--- config.mk ---
export PLATFORM = sky130hd
export DESIGN_NAME = conv_window_ctrl_flat
export DESIGN_NICKNAME = d
export VERILOG_FILES = /design/src/rtl/conv_window_if.sv /design/src/rtl/conv_window_ctrl.sv /design/src/flat_wrapper.sv
export SDC_FILE = /design/constraint.sdc
export NUM_CORES = 1
export LEC_CHECK = 0
export BUFFER_PORTS_ARGS = -buffer_cell sky130_fd_sc_hd__buf_2
export CORE_ASPECT_RATIO = 1.2
export CORE_UTILIZATION = 45
export DETAILED_ROUTE_END_ITERATION = 8
export GPL_ROUTABILITY_DRIVEN = 0
export PLACE_DENSITY_LB_ADDON = 0.05
export SKIP_LAST_GASP = 1
export SLEW_MARGIN = 5
export SYNTH_ARGS = -nofsm -noshare
export SYNTH_HDL_FRONTEND = slang
export SYNTH_SLANG_ARGS = --single-unit
--- constraint.sdc ---
create_clock -name clk -period 4.41 [get_ports clk]
set_input_delay 1.323 -clock clk [delete_from_list [all_inputs] [get_ports clk]]
set_output_delay 1.323 -clock clk [all_outputs]
set_load 0.1 [all_outputs]
--- src/rtl/conv_window_if.sv ---
// Handshake and memory/accumulator strobe bundle between conv_window_ctrl and its
// surroundings. The controller takes the master side.
`timescale 1ns/1ps
interface conv_window_if #(
  parameter int IMG_AW = 6,
  parameter int KER_AW = 4,
  parameter int OUT_AW = 6
);
  logic              start;
  logic              busy;
  logic              done;
  logic              rd_en;
  logic [IMG_AW-1:0] img_addr;
  logic [KER_AW-1:0] ker_addr;
  logic              acc_clear;
  logic              acc_en;
  logic              load_new_value;
  logic              out_valid;
  logic              out_ready;
  logic [OUT_AW-1:0] out_idx;

  modport master (
    input  start,
    input  out_ready,
    output busy,
    output done,
    output rd_en,
    output img_addr,
    output ker_addr,
    output acc_clear,
    output acc_en,
    output load_new_value,
    output out_valid,
    output out_idx
  );

  modport slave (
    output start,
    output out_ready,
    input  busy,
    input  done,
    input  rd_en,
    input  img_addr,
    input  ker_addr,
    input  acc_clear,
    input  acc_en,
    input  load_new_value,
    input  out_valid,
    input  out_idx
  );
endinterface

--- src/rtl/conv_window_ctrl.sv ---
// Window sequencer for the 2D-convolution MAC datapath: walks the KxK window per
// output pixel in raster order and hands each finished pixel downstream.
`timescale 1ns/1ps
module conv_window_ctrl #(
  parameter int IMG_W  = 8,
  parameter int IMG_H  = 8,
  parameter int K      = 3,
  parameter int IMG_AW = (IMG_W * IMG_H > 1) ? $clog2(IMG_W * IMG_H) : 1,
  parameter int KER_AW = (K * K > 1) ? $clog2(K * K) : 1,
  parameter int OUT_AW = ((IMG_W - K + 1) * (IMG_H - K + 1) > 1) ?
                         $clog2((IMG_W - K + 1) * (IMG_H - K + 1)) : 1
) (
  input  logic          clk,
  input  logic          rst,
  conv_window_if.master bus
);

  localparam int OUT_W = IMG_W - K + 1;
  localparam int OUT_H = IMG_H - K + 1;
  localparam int ROW_W = (OUT_H > 1) ? $clog2(OUT_H) : 1;
  localparam int COL_W = (OUT_W > 1) ? $clog2(OUT_W) : 1;
  localparam int KW    = (K > 1) ? $clog2(K) : 1;

  typedef enum logic [2:0] {
    S_IDLE     = 3'd0,
    S_CLEAR    = 3'd1,
    S_MAC      = 3'd2,
    S_DRAIN    = 3'd3,
    S_LOAD     = 3'd4,
    S_OUT_WAIT = 3'd5,
    S_DONE     = 3'd6
  } state_e;

  state_e            state_q, state_d;
  logic [ROW_W-1:0]  row_q, row_d;
  logic [COL_W-1:0]  col_q, col_d;
  logic [KW-1:0]     ky_q, ky_d;
  logic [KW-1:0]     kx_q, kx_d;

  logic              busy_q, busy_d;
  logic              done_q, done_d;
  logic              rd_en_q, rd_en_d;
  logic              acc_clear_q, acc_clear_d;
  logic              acc_en_q, acc_en_d;
  logic              load_q, load_d;
  logic              out_valid_q, out_valid_d;
  logic [IMG_AW-1:0] img_addr_q, img_addr_d;
  logic [KER_AW-1:0] ker_addr_q, ker_addr_d;
  logic [OUT_AW-1:0] out_idx_q, out_idx_d;

  // Every intermediate stays below IMG_W*IMG_H, so IMG_AW-wide arithmetic cannot wrap.
  function automatic logic [IMG_AW-1:0] img_addr_f(
    input logic [ROW_W-1:0] r,
    input logic [COL_W-1:0] c,
    input logic [KW-1:0]    y,
    input logic [KW-1:0]    x
  );
    img_addr_f = (IMG_AW'(r) + IMG_AW'(y)) * IMG_AW'(IMG_W) + IMG_AW'(c) + IMG_AW'(x);
  endfunction

  function automatic logic [KER_AW-1:0] ker_addr_f(
    input logic [KW-1:0] y,
    input logic [KW-1:0] x
  );
    ker_addr_f = KER_AW'(y) * KER_AW'(K) + KER_AW'(x);
  endfunction

  function automatic logic [OUT_AW-1:0] out_idx_f(
    input logic [ROW_W-1:0] r,
    input logic [COL_W-1:0] c
  );
    out_idx_f = OUT_AW'(r) * OUT_AW'(OUT_W) + OUT_AW'(c);
  endfunction

  // Next-state and window/pixel counter update.
  always_comb begin
    state_d = state_q;
    row_d   = row_q;
    col_d   = col_q;
    ky_d    = ky_q;
    kx_d    = kx_q;
    case (state_q)
      S_IDLE: begin
        if (bus.start) begin
          row_d   = '0;
          col_d   = '0;
          state_d = S_CLEAR;
        end else begin
          state_d = S_IDLE;
        end
      end
      S_CLEAR: begin
        ky_d    = '0;
        kx_d    = '0;
        state_d = S_MAC;
      end
      S_MAC: begin
        if (kx_q == KW'(K - 1)) begin
          kx_d = '0;
          if (ky_q == KW'(K - 1)) begin
            ky_d    = '0;
            state_d = S_DRAIN;
          end else begin
            ky_d    = ky_q + KW'(1'b1);
            state_d = S_MAC;
          end
        end else begin
          kx_d    = kx_q + KW'(1'b1);
          state_d = S_MAC;
        end
      end
      S_DRAIN: begin
        state_d = S_LOAD;
      end
      S_LOAD: begin
        state_d = S_OUT_WAIT;
      end
      S_OUT_WAIT: begin
        if (bus.out_ready) begin
          if ((row_q == ROW_W'(OUT_H - 1)) && (col_q == COL_W'(OUT_W - 1))) begin
            state_d = S_DONE;
          end else begin
            state_d = S_CLEAR;
            if (col_q == COL_W'(OUT_W - 1)) begin
              col_d = '0;
              row_d = row_q + ROW_W'(1'b1);
            end else begin
              col_d = col_q + COL_W'(1'b1);
              row_d = row_q;
            end
          end
        end else begin
          state_d = S_OUT_WAIT;
        end
      end
      S_DONE: begin
        state_d = S_IDLE;
      end
      default: begin
        state_d = S_IDLE;
      end
    endcase
  end

  // Outputs are decoded from the next state so the registered copies line up with it.
  always_comb begin
    busy_d      = (state_d != S_IDLE);
    done_d      = (state_d == S_DONE);
    rd_en_d     = (state_d == S_MAC);
    acc_clear_d = (state_d == S_CLEAR);
    acc_en_d    = rd_en_q;
    load_d      = (state_d == S_LOAD);
    out_valid_d = (state_d == S_OUT_WAIT);
    img_addr_d  = '0;
    ker_addr_d  = '0;
    out_idx_d   = out_idx_q;
    if (rd_en_d) begin
      img_addr_d = img_addr_f(row_d, col_d, ky_d, kx_d);
      ker_addr_d = ker_addr_f(ky_d, kx_d);
    end else begin
      img_addr_d = '0;
      ker_addr_d = '0;
    end
    if (out_valid_d) begin
      out_idx_d = out_idx_f(row_d, col_d);
    end else begin
      out_idx_d = out_idx_q;
    end
  end

  // State, counters and registered outputs with synchronous reset.
  always_ff @(posedge clk) begin
    if (rst) begin
      state_q     <= S_IDLE;
      row_q       <= '0;
      col_q       <= '0;
      ky_q        <= '0;
      kx_q        <= '0;
      busy_q      <= 1'b0;
      done_q      <= 1'b0;
      rd_en_q     <= 1'b0;
      acc_clear_q <= 1'b0;
      acc_en_q    <= 1'b0;
      load_q      <= 1'b0;
      out_valid_q <= 1'b0;
      img_addr_q  <= '0;
      ker_addr_q  <= '0;
      out_idx_q   <= '0;
    end else begin
      state_q     <= state_d;
      row_q       <= row_d;
      col_q       <= col_d;
      ky_q        <= ky_d;
      kx_q        <= kx_d;
      busy_q      <= busy_d;
      done_q      <= done_d;
      rd_en_q     <= rd_en_d;
      acc_clear_q <= acc_clear_d;
      acc_en_q    <= acc_en_d;
      load_q      <= load_d;
      out_valid_q <= out_valid_d;
      img_addr_q  <= img_addr_d;
      ker_addr_q  <= ker_addr_d;
      out_idx_q   <= out_idx_d;
    end
  end

  assign bus.busy           = busy_q;
  assign bus.done           = done_q;
  assign bus.rd_en          = rd_en_q;
  assign bus.img_addr       = img_addr_q;
  assign bus.ker_addr       = ker_addr_q;
  assign bus.acc_clear      = acc_clear_q;
  assign bus.acc_en         = acc_en_q;
  assign bus.load_new_value = load_q;
  assign bus.out_valid      = out_valid_q;
  assign bus.out_idx        = out_idx_q;

endmodule

--- src/flat_wrapper.sv ---
// flat-port wrapper written by rule: the top's interface ports become plain ports
module conv_window_ctrl_flat 
#(
  parameter int IMG_W  = 8,
  parameter int IMG_H  = 8,
  parameter int K      = 3,
  parameter int IMG_AW = (IMG_W * IMG_H > 1) ? $clog2(IMG_W * IMG_H) : 1,
  parameter int KER_AW = (K * K > 1) ? $clog2(K * K) : 1,
  parameter int OUT_AW = ((IMG_W - K + 1) * (IMG_H - K + 1) > 1) ?
                         $clog2((IMG_W - K + 1) * (IMG_H - K + 1)) : 1
)
  (clk, rst, bus_start, bus_out_ready, bus_busy, bus_done, bus_rd_en, bus_img_addr, bus_ker_addr, bus_acc_clear, bus_acc_en, bus_load_new_value, bus_out_valid, bus_out_idx);
  conv_window_if #(.IMG_AW(IMG_AW), .KER_AW(KER_AW), .OUT_AW(OUT_AW)) bus_i ();
  input  logic clk;
  input  logic rst;
  input wire logic [$bits(bus_i.start)-1:0] bus_start;
  input wire logic [$bits(bus_i.out_ready)-1:0] bus_out_ready;
  output wire logic [$bits(bus_i.busy)-1:0] bus_busy;
  output wire logic [$bits(bus_i.done)-1:0] bus_done;
  output wire logic [$bits(bus_i.rd_en)-1:0] bus_rd_en;
  output wire logic [$bits(bus_i.img_addr)-1:0] bus_img_addr;
  output wire logic [$bits(bus_i.ker_addr)-1:0] bus_ker_addr;
  output wire logic [$bits(bus_i.acc_clear)-1:0] bus_acc_clear;
  output wire logic [$bits(bus_i.acc_en)-1:0] bus_acc_en;
  output wire logic [$bits(bus_i.load_new_value)-1:0] bus_load_new_value;
  output wire logic [$bits(bus_i.out_valid)-1:0] bus_out_valid;
  output wire logic [$bits(bus_i.out_idx)-1:0] bus_out_idx;
  assign bus_i.start = bus_start;
  assign bus_i.out_ready = bus_out_ready;
  assign bus_busy = bus_i.busy;
  assign bus_done = bus_i.done;
  assign bus_rd_en = bus_i.rd_en;
  assign bus_img_addr = bus_i.img_addr;
  assign bus_ker_addr = bus_i.ker_addr;
  assign bus_acc_clear = bus_i.acc_clear;
  assign bus_acc_en = bus_i.acc_en;
  assign bus_load_new_value = bus_i.load_new_value;
  assign bus_out_valid = bus_i.out_valid;
  assign bus_out_idx = bus_i.out_idx;
  conv_window_ctrl #(.IMG_W(IMG_W), .IMG_H(IMG_H), .K(K), .IMG_AW(IMG_AW), .KER_AW(KER_AW), .OUT_AW(OUT_AW)) u_core (.clk(clk), .rst(rst), .bus(bus_i));
endmodule
After elaboration in Yosys (flattened, before gate mapping) --
Cells that the tools add are included.
Operators by class: add/sub/neg operators 9, multiply operators 2, multiplexer cells 21, bitwise logic cells 1, eq/ne operators 14, reductions and logical operators 4
Operators by type and width (count):
- 3-bit two-way mux | 10
- 3-bit == test, second input constant | 7
- 3-bit one-hot mux with 6 select lines | 1
- 6-bit by 3-bit adder with 6-bit output | 2
- 3-bit one-hot mux with 2 select lines | 2
- 3-bit by 2-bit == test with 1-bit output, second input constant | 3
- 2-bit one-hot mux with 2 select lines | 2
- 3-bit by 1-bit adder with 3-bit output, second input constant | 2
- 6-bit by 2-bit adder with 6-bit output | 1
- 3-bit by 1-bit == test with 1-bit output, second input constant | 2
- 2-bit two-way mux | 3
- 3-bit by 2-bit multiplier with 5-bit output, second input constant | 1
- 2-bit by 1-bit adder with 2-bit output, second input constant | 2
- 4-bit by 2-bit adder with 4-bit output | 1
- 2-bit == test, second input constant | 2
- 2-bit by 2-bit multiplier with 4-bit output, second input constant | 1
- 3-bit by 2-bit adder with 3-bit output | 1
- 3-bit logical NOT | 1
- 1-bit two-way mux | 3
- 3-bit nonzero test | 1
- 2-bit OR reduction | 1
- 1-bit logical AND | 1
- 1-bit inverter | 1
Word-level totals: output and inout bits 23, flip-flop bits (word level) 36, word-level logic and storage cells 66

Logic depth before layout (Yosys ltp) --
word-level depth 8, gate-level depth with buffers 13, depth with buffers taken out 13

Worst setup path after synthesis --
No wires, ideal clock.
path kind input -> register, start in bus_start, end reg u_core.out_idx_q[5], in the netlist u_core.bus.out_idx[5], cell stages on the path 11, required time 4331 ps, setup slack 372 ps, arrival 3959 ps, library setup time 79 ps, path through or3b_1 > a21o_1 > nand2b_1 > a21oi_1 > inv_1 > ha_1 > fa_1 > and2_1 > a221o_1 > or2_2 > o211ai_1
On the way: word-level cells in the longest chain between the ends 4, elaborated cells on any way between the ends 9
Ends and longest elaborated chain:
- start, declared | line flat_wrapper.sv:16 | input wire logic [$bits(bus_i.start)-1:0] bus_start;
- 3-bit two-way mux | line conv_window_ctrl.sv:84 | if (bus.start) begin
- 3-bit one-hot mux with 2 select lines | line conv_window_ctrl.sv:82 | case (state_q)
- via u_core.row_d[1] | line conv_window_ctrl.sv:35 | logic [ROW_W-1:0] row_q, row_d;
- 3-bit by 2-bit multiplier with 5-bit output | line conv_window_ctrl.sv:72 | out_idx_f = OUT_AW'(r) * OUT_AW'(OUT_W) + OUT_AW'(c);
- 6-bit by 3-bit adder with 6-bit output | line conv_window_ctrl.sv:72
- end signal, assigned | line conv_window_ctrl.sv:204 | out_idx_q <= out_idx_d;
- end, declared | line conv_window_ctrl.sv:49 | logic [OUT_AW-1:0] out_idx_q, out_idx_d;
The timed path passes the listed nets, and every way through them passes these cells. A chain may end at the register's enable or synchronous reset.

Worst setup path after layout --
Ends and elaborated chain as after synthesis.

==> results.py <==
metrics = {
    "status": {
        "status": "complete, no violations",
    },
    "yosys": {
        "netlist.area_leader.share_pct": 36.7,
        "syn-num-nets": 232,
        "synth-seq-cells": 36,
        "ys.flop_type": "dfxtp_1",
        "synth.cell_area_um2": 1970,
        "ys_seq_area_share_pct": 36.7,
        "synth_edf_count": 0,
        "yosysWarnings": 0,
        "synth.area.top_cells": "dfxtp_1 (37%), ha_1 (7.6%), fa_1 (6.1%)",
        "synth_top_cell_by_area": "dfxtp_1",
        "synth-async-reset-ratio_pct": 0,
        "syn_avg_cell_area_um2": 9.36,
        "syn-instance-count": 210,
        "ys_types": 50,
    },
    "worst_setup_path": {
        "worstReg2RegStart": "u_core.state_q[0]$_SDFF_PP0_",
        "worstPathMaxFanout": 5,
        "reg2reg_depth": 11,
        "r2r-end": "u_core.bus.out_idx[5]$_SDFFE_PP0P_",
        "reg2reg_slack_ns": 1.05,
        "cp-end-kind": "flip-flop",
        "start_kind": "primary input",
        "crit_start": "bus_start",
        "cp.arrival_ns": 4.05,
        "critPathRequiredTime_ns": 4.62,
        "criticalPathCategory": "in2reg",
    },
    "power": {
        "p_comb_share_pct": 19.6,
        "p_switching_mw": 0.248,
        "power.share.sequential_pct": 47.4,
        "clockPowerShare_pct": 33.0,
        "p_leak_nw": 1.04,
        "swShare_pct": 33.2,
        "p_int_mw": 0.499,
        "vdd_drop_max_mv": 0.138,
        "power.density_nw_per_um2": 333,
        "power.total_mw": 0.747,
    },
    "layout": {
        "nNetsFinal": 260,
        "mostFrequentLayoutCells": "dfxtp_1 (36), buf_2 (26), nor2_1 (20)",
        "area_growth_syn_to_layout_pct": 14.1,
        "n_antenna_cell": 0,
        "drive_above_1_share_pct": 17.2,
        "mostFrequentLayoutCell": "dfxtp_1",
    },
    "routing": {
        "drcViolationCount": 0,
        "drtAntennaViolNets": 0,
        "dr.pass1.iters": 4,
        "via_per_inst": 5.42,
        "drt-total-wl_um": 4300,
        "dr_total_vias": 1587,
        "dr.first_iter.drc_count": 79,
        "avgRoutedWirePerCell_um": 14.7,
    },
    "sta": {
        "hold_viol": 0,
        "rsz0062_at_grt": "false",
        "relSlewSlack_pct": 35.9,
        "period_share_pct": 87.1,
        "tns_ns": 0,
        "worst_hold_slack_ns": 0.469,
        "skew_ns": 0.00263,
        "drv_slew": 0,
        "postLayoutSetupSlackWorst_ns": 0.568,
        "setup_viol": 0,
        "min_period_ns": 3.84,
        "tightestPinTransition_ns": 0.949,
        "fmaxAchievable_mhz": 260,
    },
    "floorplanning": {
        "start_util_pct": 48.3,
        "core_area_um2": 4070,
        "fp.dieArea_um2": 4640,
        "die_w_um": 62.3,
        "ioPinCount": 27,
        "dieHeight_um": 74.4,
        "rows": 25,
    },
    "clock_network": {
        "cts.sink_count": 36,
        "h-tree-depth": 2,
        "ctsHoldBuffers": 0,
        "postCtsSetupBuffers": 0,
        "ctsResizeCount": 0,
        "clk_pin_slew_ns": 0.07,
        "cts_buffer_depth": 2,
        "cts_buffers": 5,
        "clkLatencyLatePin_ns": 0.29,
        "cts_tree": "done",
        "cts-root-buf": "clkbuf_8",
    },
    "place": {
        "dpl.hpwl_um": 3240,
        "place_ws_ns": 0.306,
        "io_buffers": 26,
    },
    "min_path": {
        "hold_path_class": "reg2reg",
        "hold_start": "u_core.bus.rd_en$_SDFF_PP0_",
        "worstHoldEndpoint": "u_core.bus.acc_en$_SDFF_PP0_",
        "hold_path_depth": 1,
    },
    "global_routing": {
        "grt_start_max_net_pins": 22,
        "grt_pass1_wl_um": 7690,
        "antenna_found_initial": 0,
        "grt_pass1_vias": 1629,
        "groute.usage.overall_pct": 21.5,
        "grt_overflow_total": 0,
    },
    "run": {
        "cap_violations": 0,
    },
}
==> kinds of logic (layout without fill, tap and decap cells) <==
kind of cell               count (synthesis)  after routing  share of synthesized area [%]
AOI/OAI and AO/OA                         40             40                           15.3
xor gates and xnor gates                   4              4                           2.48
adders and majority gates                 18             18                           13.7
buffers and inverters                     22             51                           4.33
DFF                                       36             36                           36.7
muxes                                      8              8                           4.14
and+or+nand+nor                           82             82                           23.4
==> critical path: stages <==
cell	delay, ns
buf_2	0.08
or3b_1	0.37
a21o_1	0.20
nand2b_1	0.16
a21oi_1	0.19
inv_1	0.13
ha_1	0.24
fa_1	0.43
and2_1	0.16
a221o_1	0.30
or2_2	0.29
o211ai_1	0.18
==> power by group through the flow <==
| stage | Clock (mW) | Combinational (mW) | Sequential, mW |
|---|---|---|---|
| 5_1_grt | 0.269 | 0.157 | 0.357 |
| 2_1_floorplan | 0 | 0.0667 | 0.414 |
| 3_5_place_dp | 0 | 0.147 | 0.362 |
| 4_1_cts | 0.251 | 0.147 | 0.354 |
| 3_3_place_gp | 0 | 0.144 | 0.360 |
| 6_report | 0.247 | 0.147 | 0.354 |
==> worst max path at each step <==
stage / end / slack [ns] / depth (start not counted)
global placement: u_core.bus.out_idx[5]$_SDFFE_PP0P_ / 0.37 / 12
detailed placement: u_core.bus.out_idx[5]$_SDFFE_PP0P_ / 0.31 / 12
CTS: u_core.bus.out_idx[5]$_SDFFE_PP0P_ / 0.58 / 12
finish: u_core.bus.out_idx[5]$_SDFFE_PP0P_ / 0.57 / 12
global route: u_core.bus.out_idx[5]$_SDFFE_PP0P_ / 0.40 / 12
floorplan: u_core.bus.out_idx[5]$_SDFFE_PP0P_ / 0.37 / 11
==> layout make-up <==
type,instances,area [µm²]
well taps,54,67.6
repair buffers,28,145
clock inverters,1,7.51
fillers,401,1820
flip-flops and latches,36,721
inverters,15,56.3
clock buffers,7,86.3
multi-input cells,152,1160
==> through the flow <==
stage / instance area, µm² / instances / util [%]
final: 2240 / 293 / 55.2
after global routing: 2240 / 293 / 55.2
after CTS: 2240 / 293 / 55.2
after detailed placement: 2150 / 285 / 52.9
after global placement: 2150 / 285 / 52.9
after floorplan: 1970 / 210 / -
==> cells in the mapped netlist (6+ instances only) <==
cell type / number
mux2i_1: 7
fa_1: 6
nor3_1: 6
o21ai_0: 6
and2_1: 13
inv_1: 15
ha_1: 12
nor2_1: 20
nand2_1: 10
dfxtp_1: 36
==> flip-flops by register name, summed over array words and instances, names as in the netlist <==
register                   flops
u_core.state_q                 3
u_core.bus.busy                1
u_core.bus.ker_addr            4
u_core.bus.acc_en              1
u_core.bus.rd_en               1
u_core.bus.acc_clear           1
u_core.bus.out_idx             6
u_core.kx_q                    2
u_core.ky_q                    2
u_core.col_q                   3
u_core.bus.out_valid           1
u_core.row_q                   3
u_core.bus.load_new_value      1
u_core.bus.done                1
u_core.bus.img_addr            6
==> layer usage <==
| layer | vias up | part of all wire, % | track usage [%] |
|---|---|---|---|
| met3 | 8 | 3.4 | 4.14 |
| li1 | 791 | - | - |
| met4 | 0 | 2.0 | 9.82 |
| met2 | 31 | 54 | 39.9 |
| met5 | - | 0 | 0 |
| met1 | 757 | 41 | 24.2 |
Note: power is estimated with default switching activity, not from simulation.
